$ cat config.mk
export PLATFORM = sky130hd
export DESIGN_NAME = conv_window_sequencer
export DESIGN_NICKNAME = d
export VERILOG_FILES = /design/src/rtl/conv_window_sequencer.sv
export SDC_FILE = /design/constraint.sdc
export NUM_CORES = 1
export LEC_CHECK = 0
export CORE_ASPECT_RATIO = 1.2
export CORE_MARGIN = 2
export CORE_UTILIZATION = 25
export DETAILED_ROUTE_END_ITERATION = 8
export PLACE_DENSITY = 0.43
export SYNTH_ARGS = -nofsm -noshare
export SYNTH_HDL_FRONTEND = slang
export SYNTH_SLANG_ARGS = --single-unit
$ cat constraint.sdc
create_clock -name clk -period 2.8 [get_ports clk]
set_input_delay 0.56 -clock clk [delete_from_list [all_inputs] [get_ports clk]]
set_output_delay 0.56 -clock clk [all_outputs]
set_load 0.02 [all_outputs]
$ cat src/rtl/conv_window_sequencer.sv
// conv_window_sequencer: per-window scheduler for the KxK convolution datapath, issuing fmap reads,
// latency-aligned tap strobes, a MAC clock-enable and a backpressured output write.
module conv_window_sequencer #(
    parameter int IMG_W  = 224,
    parameter int IMG_H  = 224,
    parameter int K      = 3,
    parameter int ADDR_W = 16,
    parameter int RD_LAT = 2
) (
    input  logic              clk,
    input  logic              reset,
    input  logic              start,
    input  logic              kernel_ready,
    input  logic              out_ready,
    output logic              busy,
    output logic              done,
    output logic              fmap_en,
    output logic [ADDR_W-1:0] fmap_addr,
    output logic              tap_valid,
    output logic [3:0]        tap_idx,
    output logic              mac_ce,
    output logic              out_wr_en,
    output logic [ADDR_W-1:0] out_addr
);
    typedef enum logic [2:0] {S_IDLE, S_ISSUE, S_DRAIN, S_ACC, S_WRITE, S_DONE} state_t;

    localparam logic [ADDR_W-1:0] COL_LAST   = ADDR_W'(IMG_W - K);
    localparam logic [ADDR_W-1:0] ROW_LAST   = ADDR_W'(IMG_H - K);
    localparam logic [ADDR_W-1:0] ROW_STEP   = ADDR_W'(IMG_W - K + 1);
    localparam logic [ADDR_W-1:0] WRAP_STEP  = ADDR_W'(K);
    localparam logic [ADDR_W-1:0] ONE        = ADDR_W'(1);
    localparam logic [3:0]        KX_LAST    = 4'(K - 1);
    localparam logic [3:0]        TAP_LAST   = 4'(K * K - 1);
    localparam logic [7:0]        DRAIN_LAST = 8'(RD_LAT - 1);

    state_t            state;
    logic [ADDR_W-1:0] row, col, base, win, next_base;
    logic [3:0]        tap, kx;
    logic [7:0]        drain;
    logic              last_win;
    logic [RD_LAT-1:0] vpipe;
    logic [3:0]        ipipe [RD_LAT];

    // base tracks row*IMG_W+col; wrapping from the last column lands on the next row start
    assign next_base = base + ((col == COL_LAST) ? WRAP_STEP : ONE);
    assign last_win  = (row == ROW_LAST) && (col == COL_LAST);

    always_ff @(posedge clk or negedge reset) begin
        if (!reset) begin
            state     <= S_IDLE;
            busy      <= 1'b0;
            done      <= 1'b0;
            fmap_en   <= 1'b0;
            fmap_addr <= '0;
            mac_ce    <= 1'b0;
            out_wr_en <= 1'b0;
            out_addr  <= '0;
            row       <= '0;
            col       <= '0;
            base      <= '0;
            win       <= '0;
            tap       <= '0;
            kx        <= '0;
            drain     <= '0;
        end else begin
            done   <= 1'b0;
            mac_ce <= 1'b0;
            case (state)
                S_IDLE: if (start && kernel_ready) begin
                    state     <= S_ISSUE;
                    busy      <= 1'b1;
                    fmap_en   <= 1'b1;
                    fmap_addr <= base;
                    tap       <= '0;
                    kx        <= '0;
                end
                S_ISSUE: if (tap == TAP_LAST) begin
                    state   <= S_DRAIN;
                    fmap_en <= 1'b0;
                    drain   <= '0;
                end else begin
                    tap       <= tap + 4'd1;
                    kx        <= (kx == KX_LAST) ? 4'd0 : kx + 4'd1;
                    fmap_addr <= fmap_addr + ((kx == KX_LAST) ? ROW_STEP : ONE);
                end
                S_DRAIN: if (drain == DRAIN_LAST) begin
                    state  <= S_ACC;
                    mac_ce <= 1'b1;
                end else begin
                    drain <= drain + 8'd1;
                end
                S_ACC: begin
                    state     <= S_WRITE;
                    out_wr_en <= 1'b1;
                    out_addr  <= win;
                end
                S_WRITE: if (out_ready) begin
                    out_wr_en <= 1'b0;
                    if (last_win) begin
                        state <= S_DONE;
                        done  <= 1'b1;
                        row   <= '0;
                        col   <= '0;
                        base  <= '0;
                        win   <= '0;
                    end else begin
                        state     <= S_ISSUE;
                        fmap_en   <= 1'b1;
                        fmap_addr <= next_base;
                        base      <= next_base;
                        tap       <= '0;
                        kx        <= '0;
                        win       <= win + ONE;
                        row       <= (col == COL_LAST) ? row + ONE : row;
                        col       <= (col == COL_LAST) ? '0 : col + ONE;
                    end
                end
                S_DONE: begin
                    state <= S_IDLE;
                    busy  <= 1'b0;
                end
                default: state <= S_IDLE;
            endcase
        end
    end

    // issue strobe and slot delayed by the BRAM read latency so taps line up with douta
    always_ff @(posedge clk or negedge reset) begin
        if (!reset) begin
            vpipe <= '0;
            for (int i = 0; i < RD_LAT; i++) ipipe[i] <= '0;
        end else begin
            vpipe[0] <= fmap_en;
            ipipe[0] <= fmap_en ? tap : 4'd0;
            for (int i = 1; i < RD_LAT; i++) begin
                vpipe[i] <= vpipe[i-1];
                ipipe[i] <= ipipe[i-1];
            end
        end
    end

    assign tap_valid = vpipe[RD_LAT-1];
    assign tap_idx   = ipipe[RD_LAT-1];
endmodule

* Yosys cells after proc, flatten, opt, wreduce, memory -nomap -nowiden
Index checks and enable logic that the tools add are counted.
W data, S select, Z words.
** Cells by class
- Add/sub/neg operators :: 8
- $mul :: 0
- Div/mod/pow operators :: 0
- $lt $le $gt $ge :: 0
- Equality and inequality tests :: 17
- Shift-type cells :: 0
- Muxes and demuxes :: 44
- Bitwise operators :: 0
- Reduce and logical (&&, ||, !) cells :: 16
** Operator list (number)
- $mux W16 :: 10
- $add A16 B1 Y16 const B :: 3
- $pmux W16 S3 :: 1
- $eq A16 B8 Y1 const B :: 2
- $mux W4 :: 7
- $mux W8 :: 3
- $pmux W4 S3 :: 2
- $add A16 B2 Y16 :: 1
- $add A16 B8 Y16 :: 1
- $pmux W8 S2 :: 1
- $mux W3 :: 5
- $pmux W3 S5 :: 1
- $ne A2 B2 Y1 const B :: 7
- $mux W1 :: 10
- $reduce_and A5 Y1 :: 2
- $add A4 B1 Y4 const B :: 2
- $add A8 B1 Y8 const B :: 1
- $eq A8 B1 Y1 const B :: 1
- $reduce_bool A2 Y1 :: 4
- $eq A3 B2 Y1 const B :: 2
- $eq A3 B3 Y1 const B :: 2
- $reduce_and A2 Y1 :: 3
- $reduce_and A3 Y1 :: 2
- $eq A4 B2 Y1 const B :: 1
- 9 further kinds :: 11
** Word-level totals
- Register bits :: 130
- Latch bits :: 0
- RAM bits :: 0
- Memory bits (read-only) :: 0
- Input port bits :: 5
- Output and inout port bits :: 42
- Logic and storage cells :: 103
- Memories kept :: 0

* Logic depth before layout (Yosys ltp)
- Depth after elaboration :: 6
- Depth in mapped cells :: 13
- Gate-level depth less buffers :: 12

* Least setup slack after synthesis
No wires, ideal clock.
- Path kind :: reg-to-reg
- Start :: register col[0]
- End :: register fmap_addr[15]
- Setup time :: 73 ps
- Arrival :: 2779 ps
- Data required time :: 2727 ps
- Slack :: -52 ps
- Cell stages (with the launch flop) :: 13
- Period minus slack after synthesis :: 2852 ps
- Cell sequence :: dfrtp_1 -> ha_1 -> and4b_1 -> nand4_1 -> buf_2 -> inv_2 -> ha_1 -> a21o_1 -> nand3_2 -> or4_4 -> a31oi_1 -> o31a_1 -> a2bb2oi_2
** On the way
- Longest elaborated chain between the ends :: 6
- Elaborated cells on any way between the ends :: 9
- Those cells by class :: add/sub (1); eq/ne (2); mux (4); reduce/logical (2)
** RTL lines
- from (decl) :: line 37 : logic [ADDR_W-1:0] row, col, base, win, next_base;
- from (signal assigned) :: line 115 : col <= (col == COL_LAST) ? '0 : col + ONE;
- $eq A16 B8 Y1 * :: line 45, 46
- $mux W2 :: line 45 : assign next_base = base + ((col == COL_LAST) ? WRAP_STEP : ONE);
- $add A16 B2 Y16 :: line 45
- $mux W16 :: line 99 : if (last_win) begin
- $mux W16 :: line 97 : S_WRITE: if (out_ready) begin
- $pmux W16 S3 :: line 68 : case (state)
- to (signal assigned) :: line 73 : fmap_addr <= base;
- to (signal assigned) :: line 84 : fmap_addr <= fmap_addr + ((kx == KX_LAST) ? ROW_STEP : ONE);
- to (signal assigned) :: line 109 : fmap_addr <= next_base;
- to (decl) :: line 18 : output logic [ADDR_W-1:0] fmap_addr,
Mark *: on every way between the ends. The rest lies on a longest branch, timed or not. The select of a mux whose other input is x is not followed.
A chain may end at the register's enable or synchronous reset.

* Final worst setup path
Ends and elaborated chain as after synthesis.

==> flow_summary.ini <==
[outcome]
status = finished, final reports clean

[global_routing]
first_global_vias = 5619
gr-total-overflow = 0
grt_max_degree = 49
track_usage_pct = 13.36
grt_pass1_wl_um = 30320
antenna_found_initial = 0

[power]
vdd_ir_drop_max_mv = 0.3613
p_per_area_nw_per_um2 = 809.0
power_frac_clock_pct = 32.5
p_sw_share_pct = 38.43
power_frac_comb_pct = 33.1
internal-power_w = 0.004333
p_seq_share_pct = 34.4
leakagePower_nw = 3.699
netSwitchingPower_w = 0.002704

[synth]
yosys.area.top_type = dfrtp_1
ys_types = 74
avgSynthCellArea_um2 = 9.527
yosys_warnings = 0
synthCells = 724
syn_area_um2 = 6898
synth_area_leaders = dfrtp_1 (47%), o21ai_0 (4.6%), nand2_1 (4.4%)
synth_most_common_cell = dfrtp_1
syn-num-nets = 750
synth-main-ff-cell = dfrtp_1
synth_edf_count = 0
synth_top_cell_area_share_pct = 47.16
synth_common_cells = dfrtp_1 (130), nand2_1 (80), o21ai_0 (64)
ys_seq_area_share_pct = 47.16
postSynth.asyncResetShare_pct = 100.0
ys_seq_elements = 130

[placement]
gp_congestion = 0.8044
hpwlAfterDp_um = 12650
port_buffers = 46

[setup_path]
critPathTopFamily = compound AO/OA/AOI/OAI gates
worstPathMaxFanout = 3
start_kind = register
crit_slowest_cell = dfrtp_1
required_ns = 3.12
ff2ff_path_depth = 11
path_depth = 11
endpoint_kind = register
arrival_ns = 2.94
worstSetupPathType = reg2reg
cp_common_cell = ha_1
path_cells = ha_1 -> and4b_1 -> nand4_1 -> inv_2 -> ha_1 -> a21o_1 -> nand3_2 -> o31ai_2 -> a31oi_4 -> o31a_1 -> a2bb2oi_2
crit_path_max_incr_delay_ns = 0.39
critPathBufInv = 1

[timing]
tightestPinTransition_ns = 0.7017
setup_viol = 0
slew_headroom_pct = 53.22
hold_ws_ns = 0.03388
min_period_ns = 2.623
rsz0062_at_grt = no
fin_skew_ns = 0.01869
fmax_ghz = 0.3813
final-hold-violation-count = 0
finalCritPeriodShare_pct = 93.67
tns_ns = 0
slew_viol_final = 0

[drt]
dr.first_iter.drc_count = 260
firstDrtPassIters = 6
vias_per_cell = 4.876
dr_total_vias = 5607
drc = 0
wirelength_um = 18260
postRouteAntennaNets = 0
wl_per_cell_um = 15.88

[finish]
nets = 823
drive_gt1_share_pct = 14.94
fillers = 2811
antenna_cells = 0
synthToLayoutAreaGrowth_pct = 26.10

[die]
io_pins = 47
num_rows = 66
core_area_um2 = 27090
die-area_um2 = 28940
dieHeight_um = 186.0
die_width_um = 155.6
start_util_pct = 25.47

[cts]
cts_hold_buf = 0
cts_tree = done
cts_buffers = 17
clk_pin_slew_ns = 0.08
clock_path_buffers = 2
root_buffer = clkbuf_16
htree_num_levels = 4
cts_sinks = 130
clk_latency_ns = 0.44

[worst_hold_path]
hold_class = in2async

[flow_run]
drv_cap = 0
[repair_timing]
action,4_1_cts,5_1_grt
hold endpoints to repair,0,0
gates resized for setup,0,21
setup buffers,0,0
endpoints found under the setup margin,0,9
[cell usage in the layout, fill, tap and decap left out, types with 15 or more instances in the layout]
cell type,synthesis,final
inv_1,19,19
ha_1,19,18
nand2_1,80,79
and3_1,15,15
buf_4,4,39
nand4_1,19,19
mux2_2,16,16
clkdlybuf4s50_1,0,45
nand3_1,40,40
nor2_1,63,63
o21ai_0,64,63
clkbuf_16,0,17
xor2_1,20,20
xnor2_1,23,23
a21oi_1,26,25
nor3_1,15,15
dfrtp_1,130,130
[worst register-to-register path, cell delays in order (launching register included)]
cell and delay, ns:
dfrtp_1 0.39, ha_1 0.20, and4b_1 0.20, nand4_1 0.12, inv_2 0.07, ha_1 0.30, a21o_1 0.14, nand3_2 0.13
o31ai_2 0.37, a31oi_4 0.14, o31a_1 0.33, a2bb2oi_2 0.13
[final timing paths]
check / startpoint / endpoint / slack (ns)
worst max register to register: col[0]$_DFFE_PN0P_ / fmap_addr[15]$_DFFE_PN0P_ / 0.18
min in group clk: ipipe[7]$_DFF_PN0_ / tap_idx[3]$_DFF_PN0_ / 0.35
worst min-delay path: reset / kx[1]$_DFFE_PN0P_ / 0.03
worst max-delay path: col[0]$_DFFE_PN0P_ / fmap_addr[15]$_DFFE_PN0P_ / 0.18
max in group asynchronous: reset / col[11]$_DFFE_PN0P_ / 1.95
worst min register to register: ipipe[7]$_DFF_PN0_ / tap_idx[3]$_DFF_PN0_ / 0.35
[metal layers]
metal  wire (um)  up-vias  GRT usage (%)
met5           0        -              0
met4         212        0          4.073
met3         471       17          2.654
met2        8986       67          22.83
met1        8591     2768          17.05
li1            -     2755              -
[cells by family (layout without fill, tap and decap cells)]
| family | count (synthesis) | in the layout | share of synthesized area, % |
|---|---|---|---|
| AO/OA/AOI/OAI | 170 | 170 | 16.13 |
| XOR/XNOR | 43 | 43 | 5.460 |
| multiplexers | 17 | 17 | 2.757 |
| buffers and inverters | 55 | 141 | 3.537 |
| AND/OR/NAND/NOR | 288 | 288 | 20.93 |
| flip-flops | 130 | 130 | 47.16 |
| adder cells (fa/ha/maj) | 21 | 21 | 4.027 |
[final cells by class]
| type | count | area, um2 | area share [%] |
|---|---|---|---|
| inverters | 21 | 78.83 | 0.9062 |
| flip-flops and latches | 130 | 3253 | 37.40 |
| multi-input cells | 539 | 3518 | 40.45 |
| clock inverters | 15 | 182.7 | 2.100 |
| well taps | 340 | 425.4 | 4.891 |
| repair buffers | 88 | 814.5 | 9.364 |
| clock buffers | 17 | 425.4 | 4.891 |
[registers in the layout, summed over array words and instances, names as in the netlist, 2 cells and up]
| register | count |
|---|---|
| base | 16 |
| col | 16 |
| fmap_addr | 16 |
| out_addr | 16 |
| row | 16 |
| win | 16 |
| drain | 8 |
| ipipe | 4 |
| kx | 4 |
| tap | 4 |
| tap_idx | 4 |
| state | 3 |
| vpipe | 2 |
[power by group through the flow]
stage,sequential [W],clock (W),combinational [W]
global placement,0.00245,0,0.00230
detailed placement,0.00245,0,0.00231
finish,0.00242,0.00229,0.00233
global route,0.00247,0.00243,0.00262
floorplan,0.00249,0,0.00135
CTS,0.00242,0.00235,0.00232
[through the flow]
step           utilization [%]  worst slack [ns]  cells  total power [W]  area [um2]
2_1_floorplan                -          0.009134    724         0.003837        6900
3_3_place_gp             29.43            0.1236   1118         0.004756        7973
3_5_place_dp             29.43           0.06675   1118         0.004761        7973
4_1_cts                  31.68           0.03928   1150         0.007090        8581
5_1_grt                  32.11           0.01197   1150         0.007522        8698
6_report                 32.11            0.1773   1150         0.007037        8698
(Power assumes the default switching activity.)
